[src/rtl/tuner_pkg.sv]
// tuner_pkg: NCO tuning word width shared with tuner, and sweep sequencer state encoding.
package tuner_pkg;
  localparam int FSZ = 26;
  typedef enum logic [1:0] {IDLE, DWELL, DONE} sweep_state_t;
endpackage

[src/rtl/tuner_sweep_settle.sv]
// tuner_sweep_settle: holds data_valid low for SETTLE cycles starting on each hop and on reset release.
module tuner_sweep_settle #(
  parameter int SETTLE = 4
) (
  input  logic clk,
  input  logic reset_n,
  input  logic hop,
  output logic data_valid
);
  localparam int SW = $clog2(SETTLE + 1);
  logic [SW-1:0] cnt;
  // Reset loads one extra count so the release cycle behaves like a hop cycle.
  always_ff @(posedge clk or negedge reset_n)
    if (!reset_n) cnt <= SW'(SETTLE);
    else cnt <= hop ? SW'(SETTLE - 1) : (cnt != '0 ? cnt - 1'b1 : cnt);
  assign data_valid = !hop && cnt == '0;
endmodule

[src/rtl/tuner_sweep_ctrl.sv]
// tuner_sweep_ctrl: steps the tuner LO phase-continuously through a programmed sweep.
// Define TUNER_SWEEP_SETTLE_EN to mask data_valid for SETTLE cycles after each hop.
module tuner_sweep_ctrl
  import tuner_pkg::*;
#(
  parameter int FSZ    = tuner_pkg::FSZ,
  parameter int DWSZ   = 16,
  parameter int SETTLE = 4
) (
  input  logic            clk,
  input  logic            reset_n,
  input  logic            cfg_valid,
  output logic            cfg_ready,
  input  logic [FSZ-1:0]  cfg_start,
  input  logic [FSZ-1:0]  cfg_stop,
  input  logic [FSZ-1:0]  cfg_step,
  input  logic [DWSZ-1:0] cfg_dwell,
  input  logic            cfg_cont,
  input  logic            cfg_ns_en,
  input  logic            abort,
  output logic [FSZ-1:0]  lo_freq,
  output logic            lo_ns_en,
  output logic            busy,
  output logic            hop,
  output logic            sweep_done,
  output logic            data_valid
);
  sweep_state_t state;
  logic [FSZ-1:0] start_q, stop_q, step_q;
  logic [DWSZ-1:0] reload_q, cnt, dwell_m1;
  logic cont_q, adv;
  logic [FSZ:0] nxt;
  // The extra carry bit marks a step that would pass the top of the tuning range.
  assign nxt = {1'b0, lo_freq} + {1'b0, step_q};
  assign adv = step_q != '0 && !nxt[FSZ] && nxt[FSZ-1:0] <= stop_q;
  assign dwell_m1 = cfg_dwell == '0 ? '0 : cfg_dwell - 1'b1;
  assign cfg_ready = state == IDLE;
  assign busy = state != IDLE;
  always_ff @(posedge clk or negedge reset_n)
    if (!reset_n) begin
      state <= IDLE;
      start_q <= '0;
      stop_q <= '0;
      step_q <= '0;
      reload_q <= '0;
      cnt <= '0;
      cont_q <= 1'b0;
      lo_freq <= '0;
      lo_ns_en <= 1'b0;
      hop <= 1'b0;
      sweep_done <= 1'b0;
    end else begin
      hop <= 1'b0;
      sweep_done <= 1'b0;
      if (state == IDLE) begin
        if (cfg_valid) begin
          start_q <= cfg_start;
          stop_q <= cfg_stop;
          step_q <= cfg_step;
          cont_q <= cfg_cont;
          reload_q <= dwell_m1;
          cnt <= dwell_m1;
          lo_freq <= cfg_start;
          lo_ns_en <= cfg_ns_en;
          hop <= 1'b1;
          state <= DWELL;
        end
      end else if (abort || state == DONE) state <= IDLE;
      else if (cnt != '0) cnt <= cnt - 1'b1;
      else if (adv || cont_q) begin
        lo_freq <= adv ? nxt[FSZ-1:0] : start_q;
        hop <= 1'b1;
        cnt <= reload_q;
      end else begin
        state <= DONE;
        sweep_done <= 1'b1;
      end
    end
`ifdef TUNER_SWEEP_SETTLE_EN
  tuner_sweep_settle #(.SETTLE(SETTLE)) u_settle (
    .clk(clk),
    .reset_n(reset_n),
    .hop(hop),
    .data_valid(data_valid)
  );
`else
  always_ff @(posedge clk or negedge reset_n)
    if (!reset_n) data_valid <= 1'b0;
    else data_valid <= 1'b1;
`endif
endmodule

[config.mk]
export PLATFORM = sky130hd
export DESIGN_NAME = tuner_sweep_ctrl
export DESIGN_NICKNAME = d
export VERILOG_FILES = /design/src/rtl/tuner_pkg.sv /design/src/rtl/tuner_sweep_settle.sv /design/src/rtl/tuner_sweep_ctrl.sv
export SDC_FILE = /design/constraint.sdc
export NUM_CORES = 1
export LEC_CHECK = 0
export BUFFER_PORTS_ARGS = -buffer_cell sky130_fd_sc_hd__buf_2
export CAP_MARGIN = 20
export CORE_MARGIN = 1.5
export CORE_UTILIZATION = 45
export DETAILED_ROUTE_END_ITERATION = 8
export PLACE_DENSITY = 0.65
export SLEW_MARGIN = 20
export SYNTH_ARGS = -nofsm -noshare
export SYNTH_HDL_FRONTEND = slang
export SYNTH_SLANG_ARGS = --single-unit
[constraint.sdc]
create_clock -name clk -period 6.2 [get_ports clk]
set_input_delay 0.93 -clock clk [delete_from_list [all_inputs] [get_ports clk]]
set_output_delay 0.93 -clock clk [all_outputs]
set_load 0.03 [all_outputs]
==> results.cfg, run 1 <==
[drt]
ant_nets = 0
vias = 7790
drt_wl_total_um = 24500
drt_iter0_drc = 454
drt-wirelength-per-cell_um = 16.9
remaining_drc_errors = 0
routed_via_density = 5.39
first_pass_iters = 5

[timing]
period_minus_slack_ns = 5.49
relSlewSlack_pct = 37.8
tightest_slew_ns = 0.924
setup_violations = 0
hold_viol_final = 0
skew_ns = 0.0105
max_freq_mhz = 182
finalMaxSlewViolations = 0
setup_tns_ns = 0
rsz0062_at_grt = false
fin_crit_sh_pct = 88.6

[global_route]
grt_pass1_wl_um = 39000
antenna_found_initial = 0
grt.total_usage_pct = 24.6
grt_max_degree = 90
grt_pass1_vias = 7333
grt_overflow = 0

[synthesis]
synthFlopType = dfrtp_1
ys_types = 75
synth_area_sq_um = 8930
yosys_warnings = 0
synth-edff-count = 0
async_flop_share_pct = 100
synth_top_area_share_pct = 40.1
netlist_instances = 1057
synth_commonest_cells = 247 x nand2_1, 143 x dfrtp_1, 85 x nor2_1
avgSynthCellArea_sq_um = 8.45
seq_area_frac_synth_pct = 40.1
yosysMostFrequentCell = nand2_1
synthesis.nets = 1213
ys_ff_latch = 143
synth_top_cell_by_area = dfrtp_1
yosys-top-cells-area = dfrtp_1 40%, nand2_1 10%, ha_1 7.7%

[hold_path]
holdPathEnd = start_q[20]$_DFFE_PN0P_
worstHoldPathType = flop to flop
hold-path-cell-count = 2
hp-start = start_q[20]$_DFFE_PN0P_

[critical_path]
critical_path.max_stage_delay_ns = 0.55
setup.worst_path.class = flop to flop
crit_arrival_ns = 5.81
r2r_start = lo_freq[0]$_DFFE_PN0P_
critPathTopFamily = compound AO/OA/AOI/OAI gates
ff2ff_setup_slack_ns = 0.71
cp_cell_sequence = ha_1, inv_1, fa_1, nor2b_4, o31a_1, o41a_4, o311ai_4, a21oi_1, o31ai_1, nand2b_1, xor2_1, ha_1, nand4_1, nor4_1, inv_1, o211ai_1, nand2_4, a21o_1, a21oi_4, buf_12, a211oi_1, a21o_1
worstSetupStartpointType = flop
r2r_cells = 22
r2r-end = lo_freq[2]$_DFFE_PN0P_
worst_ep_required_time_ns = 6.52
end_kind = flop
cp_max_fo = 24
path_buf_inv = 3
worst_path_max_delay_cell = a21oi_4

[clocking]
clkSinkCount = 143
clkTransAtPathRegs_ns = 0.06
clockBufferDepth = 2
post_cts_buffers = 0
hold_buffers = 0
tritoncts = yes
cts_max_level = 4
cts_root_buf = clkbuf_16
cts_resized = 0
clock_latency_ns = 0.43
cts_buffers = 17

[place]
dp_hpwl_um = 17900
gp_congestion = 0.924
port_buffers = 131

[pwr]
ir_worst_vdd_mv = 0.331
p_leak_nw = 5.11
cellPowerDensity_nw_per_um2 = 519
finalPower_mw = 5.39

[final_layout]
area_delta_synth_final_pct = 16.2
layout-drive-gt1-share_pct = 16.5
fillerInstances = 1857
fin_nets = 1322
antenna_cells = 0

[floorplanning]
die_y_um = 144
rows = 51
die_area_sq_um = 20700
boundaryPins = 132
coreArea_sq_um = 19500
initial_core_util_pct = 45.9
die_x_um = 144

[job]
max_cap_viol_count = 0

[outcome]
outcome = finished clean
## how the worst max path moves through the flow
stage	start	to	cells after the start
floorplan	lo_freq[0]$_DFFE_PN0P_	lo_freq[12]$_DFFE_PN0P_	22
global placement	lo_freq[0]$_DFFE_PN0P_	lo_freq[3]$_DFFE_PN0P_	21
detailed placement	lo_freq[0]$_DFFE_PN0P_	lo_freq[8]$_DFFE_PN0P_	21
CTS	lo_freq[0]$_DFFE_PN0P_	lo_freq[2]$_DFFE_PN0P_	21
global route	lo_freq[0]$_DFFE_PN0P_	lo_freq[6]$_DFFE_PN0P_	21
finish	lo_freq[0]$_DFFE_PN0P_	lo_freq[2]$_DFFE_PN0P_	22
## metrics by stage
step	utilization [%]	setup slack [ns]	hold slack, ns	area (sq um)	instances
3_5_place_dp	50.1	0.723	0.457	9760	1411
4_1_cts	53.2	0.687	0.472	10400	1443
6_report	53.3	0.709	0.470	10400	1444
2_1_floorplan	-	1.22	0.437	8930	1057
3_3_place_gp	50.1	0.790	0.453	9760	1411
5_1_grt	53.3	0.283	0.492	10400	1444
## power by group
group / internal, mW / switching (mW) / leakage, nW
sequential: 1.18 / 0.225 / 1.74
combinational: 1.13 / 1.78 / 3.09
clock: 0.644 / 0.430 / 0.282
## flip-flops by register name, indices dropped and copies added (netlist names)
signal / count
cnt: 16
cont_q: 1
data_valid: 1
hop: 1
lo_freq: 26
lo_ns_en: 1
reload_q: 16
start_q: 26
state: 2
step_q: 26
stop_q: 26
sweep_done: 1
## worst register-to-register path, stage by stage (launching register included)
cell,delay (ns)
dfrtp_1,0.39
ha_1,0.23
inv_1,0.08
fa_1,0.25
nor2b_4,0.05
o31a_1,0.29
o41a_4,0.40
o311ai_4,0.34
a21oi_1,0.15
o31ai_1,0.26
nand2b_1,0.09
xor2_1,0.18
ha_1,0.32
nand4_1,0.17
nor4_1,0.43
inv_1,0.07
o211ai_1,0.28
nand2_4,0.11
a21o_1,0.22
a21oi_4,0.55
buf_12,0.25
a211oi_1,0.07
a21o_1,0.19
## kinds of logic (layout without fill, tap and decap cells)
family / after synthesis / after routing / share of synthesized area, %
compound gates: 254 / 254 / 18.7
xor+xnor: 39 / 39 / 3.83
fa+ha+maj: 56 / 56 / 7.93
buf+inv: 97 / 219 / 4.72
flops: 143 / 143 / 40.1
mux: 26 / 26 / 2.97
other cells: 1 / 1 / 0.0420
simple gates: 441 / 441 / 21.7
## final cells by class
cell class | count | area, sq um | share of cell area [%]
flip-flops and latches | 143 | 3580 | 34.5
clock inverters | 13 | 164 | 1.58
inverters | 48 | 183 | 1.76
clock buffers | 19 | 443 | 4.27
well taps | 265 | 332 | 3.20
repair buffers | 139 | 742 | 7.15
multi-input cells | 817 | 4940 | 47.6
## per-layer routing
metal / GRT usage [%] / vias up / share of wire [%]
li1: - / 3914 / -
met1: 33.5 / 3691 / 48
met2: 39.5 / 165 / 47
met3: 5.13 / 20 / 4.4
met4: 6.98 / 0 / 1.4
met5: 0 / - / 0
## layout by cell type (no fill, tap or decap), types with 25 or more instances in the layout
master | Yosys | layout
nor3_1 | 25 | 25
nor2_1 | 85 | 85
a21oi_1 | 77 | 77
ha_1 | 55 | 55
xnor2_1 | 29 | 29
nand2_1 | 247 | 246
a211oi_1 | 28 | 28
buf_2 | 2 | 130
dfrtp_1 | 143 | 143
a21o_1 | 25 | 25
o21ai_0 | 46 | 46
inv_1 | 47 | 47
Note: power is estimated with default switching activity, not from simulation.
==> run 2: changes to the inputs <==
==> constraint.sdc (replaced) <==
create_clock -name clk -period 6.2 [get_ports clk]
set_input_delay 0.62 -clock clk [delete_from_list [all_inputs] [get_ports clk]]
set_output_delay 0.62 -clock clk [all_outputs]
set_load 0.03 [all_outputs]
==> run 2 against run 1 <==
  * Combinational power about the same
  * Sequential share of layout area about the same
  * Clock power about the same
  * Via count increased by 1.4%
  * Non-clock buffer count unchanged
  * Critical path depth decreased by 1
  * Fmax decreased by 0.30%
  * Hold slack got worse by 0.28 ns
  * Total power increased by 0.27%
  * Final cell count unchanged
  * Critical path type unchanged
==> results.cfg, run 2 (synthesis results as in run 1) <==
[timing]
fin_crit_sh_pct = 88.8
fin_ws_ns = 0.693
tightest_slew_ns = 0.945
period_minus_slack_ns = 5.51
finalMaxSlewViolations = 0
setup_violations = 0
max_freq_mhz = 182
setup_tns_ns = 0
hold_viol_final = 0
skew_ns = 0.0144
rsz0062_at_grt = false
relSlewSlack_pct = 37.0

[clocking]
cts_resized = 0
cts_max_level = 4
cts_root_buf = clkbuf_16
tritoncts = yes
post_cts_buffers = 0
cts_buffers = 17
clkTransAtPathRegs_ns = 0.06
clkSinkCount = 143
clockBufferDepth = 2
hold_buffers = 0
clock_latency_ns = 0.43

[drt]
remaining_drc_errors = 0
drt_iter0_drc = 411
ant_nets = 0
first_pass_iters = 5
routed_via_density = 5.47
drt_wl_total_um = 24900
drt-wirelength-per-cell_um = 17.3
vias = 7901

[outcome]
outcome = finished clean

[critical_path]
critical_path.max_stage_delay_ns = 0.55
worst_ep_required_time_ns = 6.52
end_kind = flop
worstSetupStartpointType = flop
cp_cell_sequence = ha_1, inv_1, fa_1, nor2b_4, o31a_1, o41a_4, o311ai_4, a21oi_2, or4_1, nor3b_1, ha_1, nand4_1, nor4_1, inv_1, o211ai_1, nand2_4, a21o_1, a21oi_4, buf_12, a211oi_1, a21o_1
setup.worst_path.class = flop to flop
ff2ff_setup_slack_ns = 0.69
crit_arrival_ns = 5.82
cp_max_fo = 24
worst_path_max_delay_cell = a21oi_4

[global_route]
grt_max_degree = 86
grt_overflow = 0
grt.total_usage_pct = 24.9
grt_pass1_vias = 7453
antenna_found_initial = 0
grt_pass1_wl_um = 39700

[final_layout]
fillerInstances = 1913
fin_cells = 1444
area_delta_synth_final_pct = 16.2
layout-drive-gt1-share_pct = 16.5
fin_nets = 1322
final-seq-area_sq_um = 3580
final_cell_mix = 246 x nand2_1, 143 x dfrtp_1, 130 x buf_2, 85 x nor2_1, 77 x a21oi_1
multi_input_area_sq_um = 4940
antenna_cells = 0
final_common_cell = nand2_1

[floorplanning]
die_y_um = 144
die_area_sq_um = 20700
rows = 51
initial_core_util_pct = 45.9
coreArea_sq_um = 19500
die_x_um = 144
boundaryPins = 132

[pwr]
cellPowerDensity_nw_per_um2 = 521
p_leak_nw = 5.11
ir_worst_vdd_mv = 0.326

[place]
dp_cells = 1411
gp_congestion = 0.919
port_buffers = 131
pre_cts_slack_ns = 0.724
dp_hpwl_um = 17900

[job]
max_cap_viol_count = 0

[hold_path]
worstHoldPathType = input pin to asynchronous set/reset pin
run 2: cell count changes in the layout (fill, tap and decap cells not counted), sizes merged:
cell      change
clkbuf        +1
clkinv        +1
clkinvlp      -2
run 2: path summary, 6_finish.rpt:
check / from / end / cells past startpoint
setup / recovery: lo_freq[0]$_DFFE_PN0P_ / lo_freq[3]$_DFFE_PN0P_ / 21
hold / removal: reset_n / stop_q[12]$_DFFE_PN0P_ / 1
setup reg to reg: lo_freq[0]$_DFFE_PN0P_ / lo_freq[3]$_DFFE_PN0P_ / 21
hold reg to reg: start_q[15]$_DFFE_PN0P_ / start_q[15]$_DFFE_PN0P_ / 2
max in group asynchronous: reset_n / reload_q[9]$_DFFE_PN0P_ / 2
min in group clk: cfg_step[18] / step_q[18]$_DFFE_PN0P_ / 3
run 2: final cells by class:
type                       instances  share of cell area, %
sequential                       143                   34.5
clock buffer                      20                   4.31
multi-input combinational        817                   47.6
inverter                          48                   1.76
tap                              265                   3.20
timing repair buffer             139                   7.12
clock inverter                    12                   1.56
run 2: power breakdown:
part           internal (mW)  total (mW)  switching [mW]
logic                   1.13        2.92            1.79
registers               1.18        1.40           0.226
clock network          0.647        1.08           0.429
total                   2.96        5.40            2.44
run 2: worst max-delay path: cells and delay by family (launching register included):
| kind | cells | cell delay (ns) |
|---|---|---|
| compound gates | 9 | 2.45 |
| simple gates | 6 | 1.39 |
| fa+ha+maj | 3 | 0.73 |
| flops | 1 | 0.40 |
| buf+inv | 3 | 0.39 |
run 2: routing by layer:
metal	share of wire [%]	track usage, %	vias up
li1	-	-	3903
met1	46	33.9	3755
met2	46	39.9	208
met3	5.0	4.83	35
met4	2.1	7.89	0
met5	0	0	-
run 2: stage by stage:
stage	utilization, %	hold WS, ns	power (mW)	instance area [sq um]
floorplan	-	0.324	3.60	8930
global placement	50.1	0.454	4.29	9760
detailed placement	50.1	0.456	4.31	9760
CTS	53.2	0.227	5.41	10400
global route	53.3	0.237	5.82	10400
finish	53.3	0.188	5.40	10400
==> run 3: changes to the inputs <==
Settings changed: RECOVER_POWER set to 50.
==> run 3 against run 2 <==
  * The flow now finishes with violations (capacitance limit, slew limit)
  * Clock-buffer cell count unchanged
  * Via count unchanged
  * Total power is 0.29% lower
  * Clock power about the same
  * Die area did not move
  * Highest routed layer unchanged
  * Utilization shrank 0.24 points
  * Routed wire length increased by 0.30%
  * Cell area down 0.46%
==> results.cfg, run 3 (synthesis results as in run 1) <==
[outcome]
outcome = complete, but fails checks
violations = capacitance limit, slew limit

[clocking]
clkTransAtPathRegs_ns = 0.06
clkSinkCount = 143
clockBufferDepth = 2
post_cts_buffers = 0
cts_max_level = 4
clock_latency_ns = 0.44
tritoncts = yes
cts_buffers = 17
cts_root_buf = clkbuf_16
hold_buffers = 0
cts_resized = 0

[timing]
fin_crit_sh_pct = 88.9
hold_viol_final = 0
finalMaxSlewViolations = 146
setup_violations = 0
timing.hold.ws_ns = 0.371
skew_ns = 0.0134
setup_tns_ns = 0
period_minus_slack_ns = 5.51
rsz0062_at_grt = false
relSlewSlack_pct = -161
max_freq_mhz = 181
tightest_slew_ns = 3.92

[final_layout]
antenna_cells = 0
fin_nets = 1322
layout-drive-gt1-share_pct = 13.8
final_common_cell = nand2_1
area_delta_synth_final_pct = 15.7
utilization_pct = 53.1
final_cell_mix = 246 x nand2_1, 143 x dfrtp_1, 100 x buf_2, 85 x nor2_1, 77 x a21oi_1

[hold_path]
hold-path-cell-count = 3
worstHoldPathType = input pin to flop

[floorplanning]
rows = 51
coreArea_sq_um = 19500
die_x_um = 144
boundaryPins = 132
initial_core_util_pct = 45.9
die_y_um = 144
die_area_sq_um = 20700

[critical_path]
cp_cell_sequence = ha_1, inv_1, fa_1, nor2b_4, o31a_1, o41a_4, o311ai_4, a21oi_2, or4_1, nor3b_1, ha_1, nand4_1, nor4_1, inv_1, o211ai_1, nand2_4, a21o_1, a21oi_4, buf_12, a211oi_1, a21o_1
endpoint = lo_freq[3]$_DFFE_PN0P_
worst_path_max_delay_cell = a21oi_4
crit_arrival_ns = 5.83
setup.worst_path.class = flop to flop
cp-startpoint = lo_freq[0]$_DFFE_PN0P_
r2r_cells = 21
r2r-end = lo_freq[3]$_DFFE_PN0P_
ff2ff_setup_slack_ns = 0.69
critical_path.max_stage_delay_ns = 0.57
cp_max_fo = 24
worst_ep_required_time_ns = 6.52
worstSetupStartpointType = flop
r2r_start = lo_freq[0]$_DFFE_PN0P_
end_kind = flop

[global_route]
antenna_found_initial = 0
grt_max_degree = 86
grt_pass1_vias = 7453
grt_overflow = 0
grt_pass1_wl_um = 39700
grt.total_usage_pct = 24.9

[job]
max_cap_viol_count = 2

[drt]
vias = 7901
drt_wl_total_um = 25000
drt-wirelength-per-cell_um = 17.3
drt_iter0_drc = 485
remaining_drc_errors = 0
routed_via_density = 5.47
ant_nets = 0
first_pass_iters = 6

[pwr]
p_leak_nw = 5.02
cellPowerDensity_nw_per_um2 = 522
ir_worst_vdd_mv = 0.326

[place]
gp_congestion = 0.919
port_buffers = 131
dp_hpwl_um = 17900
==> run 3: cell count changes in the layout (fill, tap and decap cells not counted) <==
| cell | previous run | this run |
|---|---|---|
| clkbuf_1 | 2 | 33 |
| clkbuf_2 | 0 | 1 |
| buf_4 | 6 | 5 |
| buf_6 | 2 | 1 |
| buf_2 | 130 | 100 |
==> run 3: worst max-delay path: cells and delay by family, from the launching register on <==
family                   cells  cell delay [ns]
AO/OA/AOI/OAI                9             2.47
adder cells (fa/ha/maj)      3             0.73
buffers and inverters        3             0.39
flip-flops                   1             0.40
AND/OR/NAND/NOR              6             1.39
==> run 3: per-layer routing <==
metal	routed length (um)	share of wire (%)	track usage (%)
met2	11600	46	39.9
met5	0	0	0
met4	549	2.2	7.89
met1	11800	47	33.9
met3	1100	4.4	4.83
==> run 3: report_power, final <==
part           total, mW  internal (mW)  switching (mW)
sequential          1.41           1.18           0.228
combinational       2.90           1.11            1.79
clock               1.08          0.646           0.433
total               5.39           2.93            2.45
==> run 3: final cells by class <==
| cell class | count | area, sq um |
|---|---|---|
| Clock buffer | 20 | 447 |
| Clock inverter | 12 | 161 |
| Fill cell | 1922 | 9140 |
| Inverter | 48 | 183 |
| Multi-Input combinational cell | 817 | 4940 |
| Sequential cell | 143 | 3580 |
| Tap cell | 265 | 332 |
| Timing Repair Buffer | 139 | 691 |
==> run 3: worst min-delay path by stage <==
| stage | startpoint | end | slack (ns) |
|---|---|---|---|
| floorplan | reset_n | cnt[0]$_DFFE_PN0P_ | 0.32 |
| global placement | start_q[15]$_DFFE_PN0P_ | start_q[15]$_DFFE_PN0P_ | 0.45 |
| detailed placement | start_q[15]$_DFFE_PN0P_ | start_q[15]$_DFFE_PN0P_ | 0.46 |
| CTS | reset_n | stop_q[13]$_DFFE_PN0P_ | 0.23 |
| global route | cfg_step[16] | step_q[16]$_DFFE_PN0P_ | 0.38 |
| finish | cfg_step[18] | step_q[18]$_DFFE_PN0P_ | 0.37 |
==> run 3: metrics by stage <==
stage | setup WS, ns | instances | total power [mW] | cell area [sq um]
4_1_cts | 0.685 | 1443 | 5.41 | 10400
3_3_place_gp | 0.805 | 1411 | 4.29 | 9760
3_5_place_dp | 0.724 | 1411 | 4.31 | 9760
5_1_grt | 0.287 | 1444 | 5.80 | 10300
6_report | 0.690 | 1444 | 5.39 | 10300
2_1_floorplan | 1.22 | 1057 | 3.60 | 8930
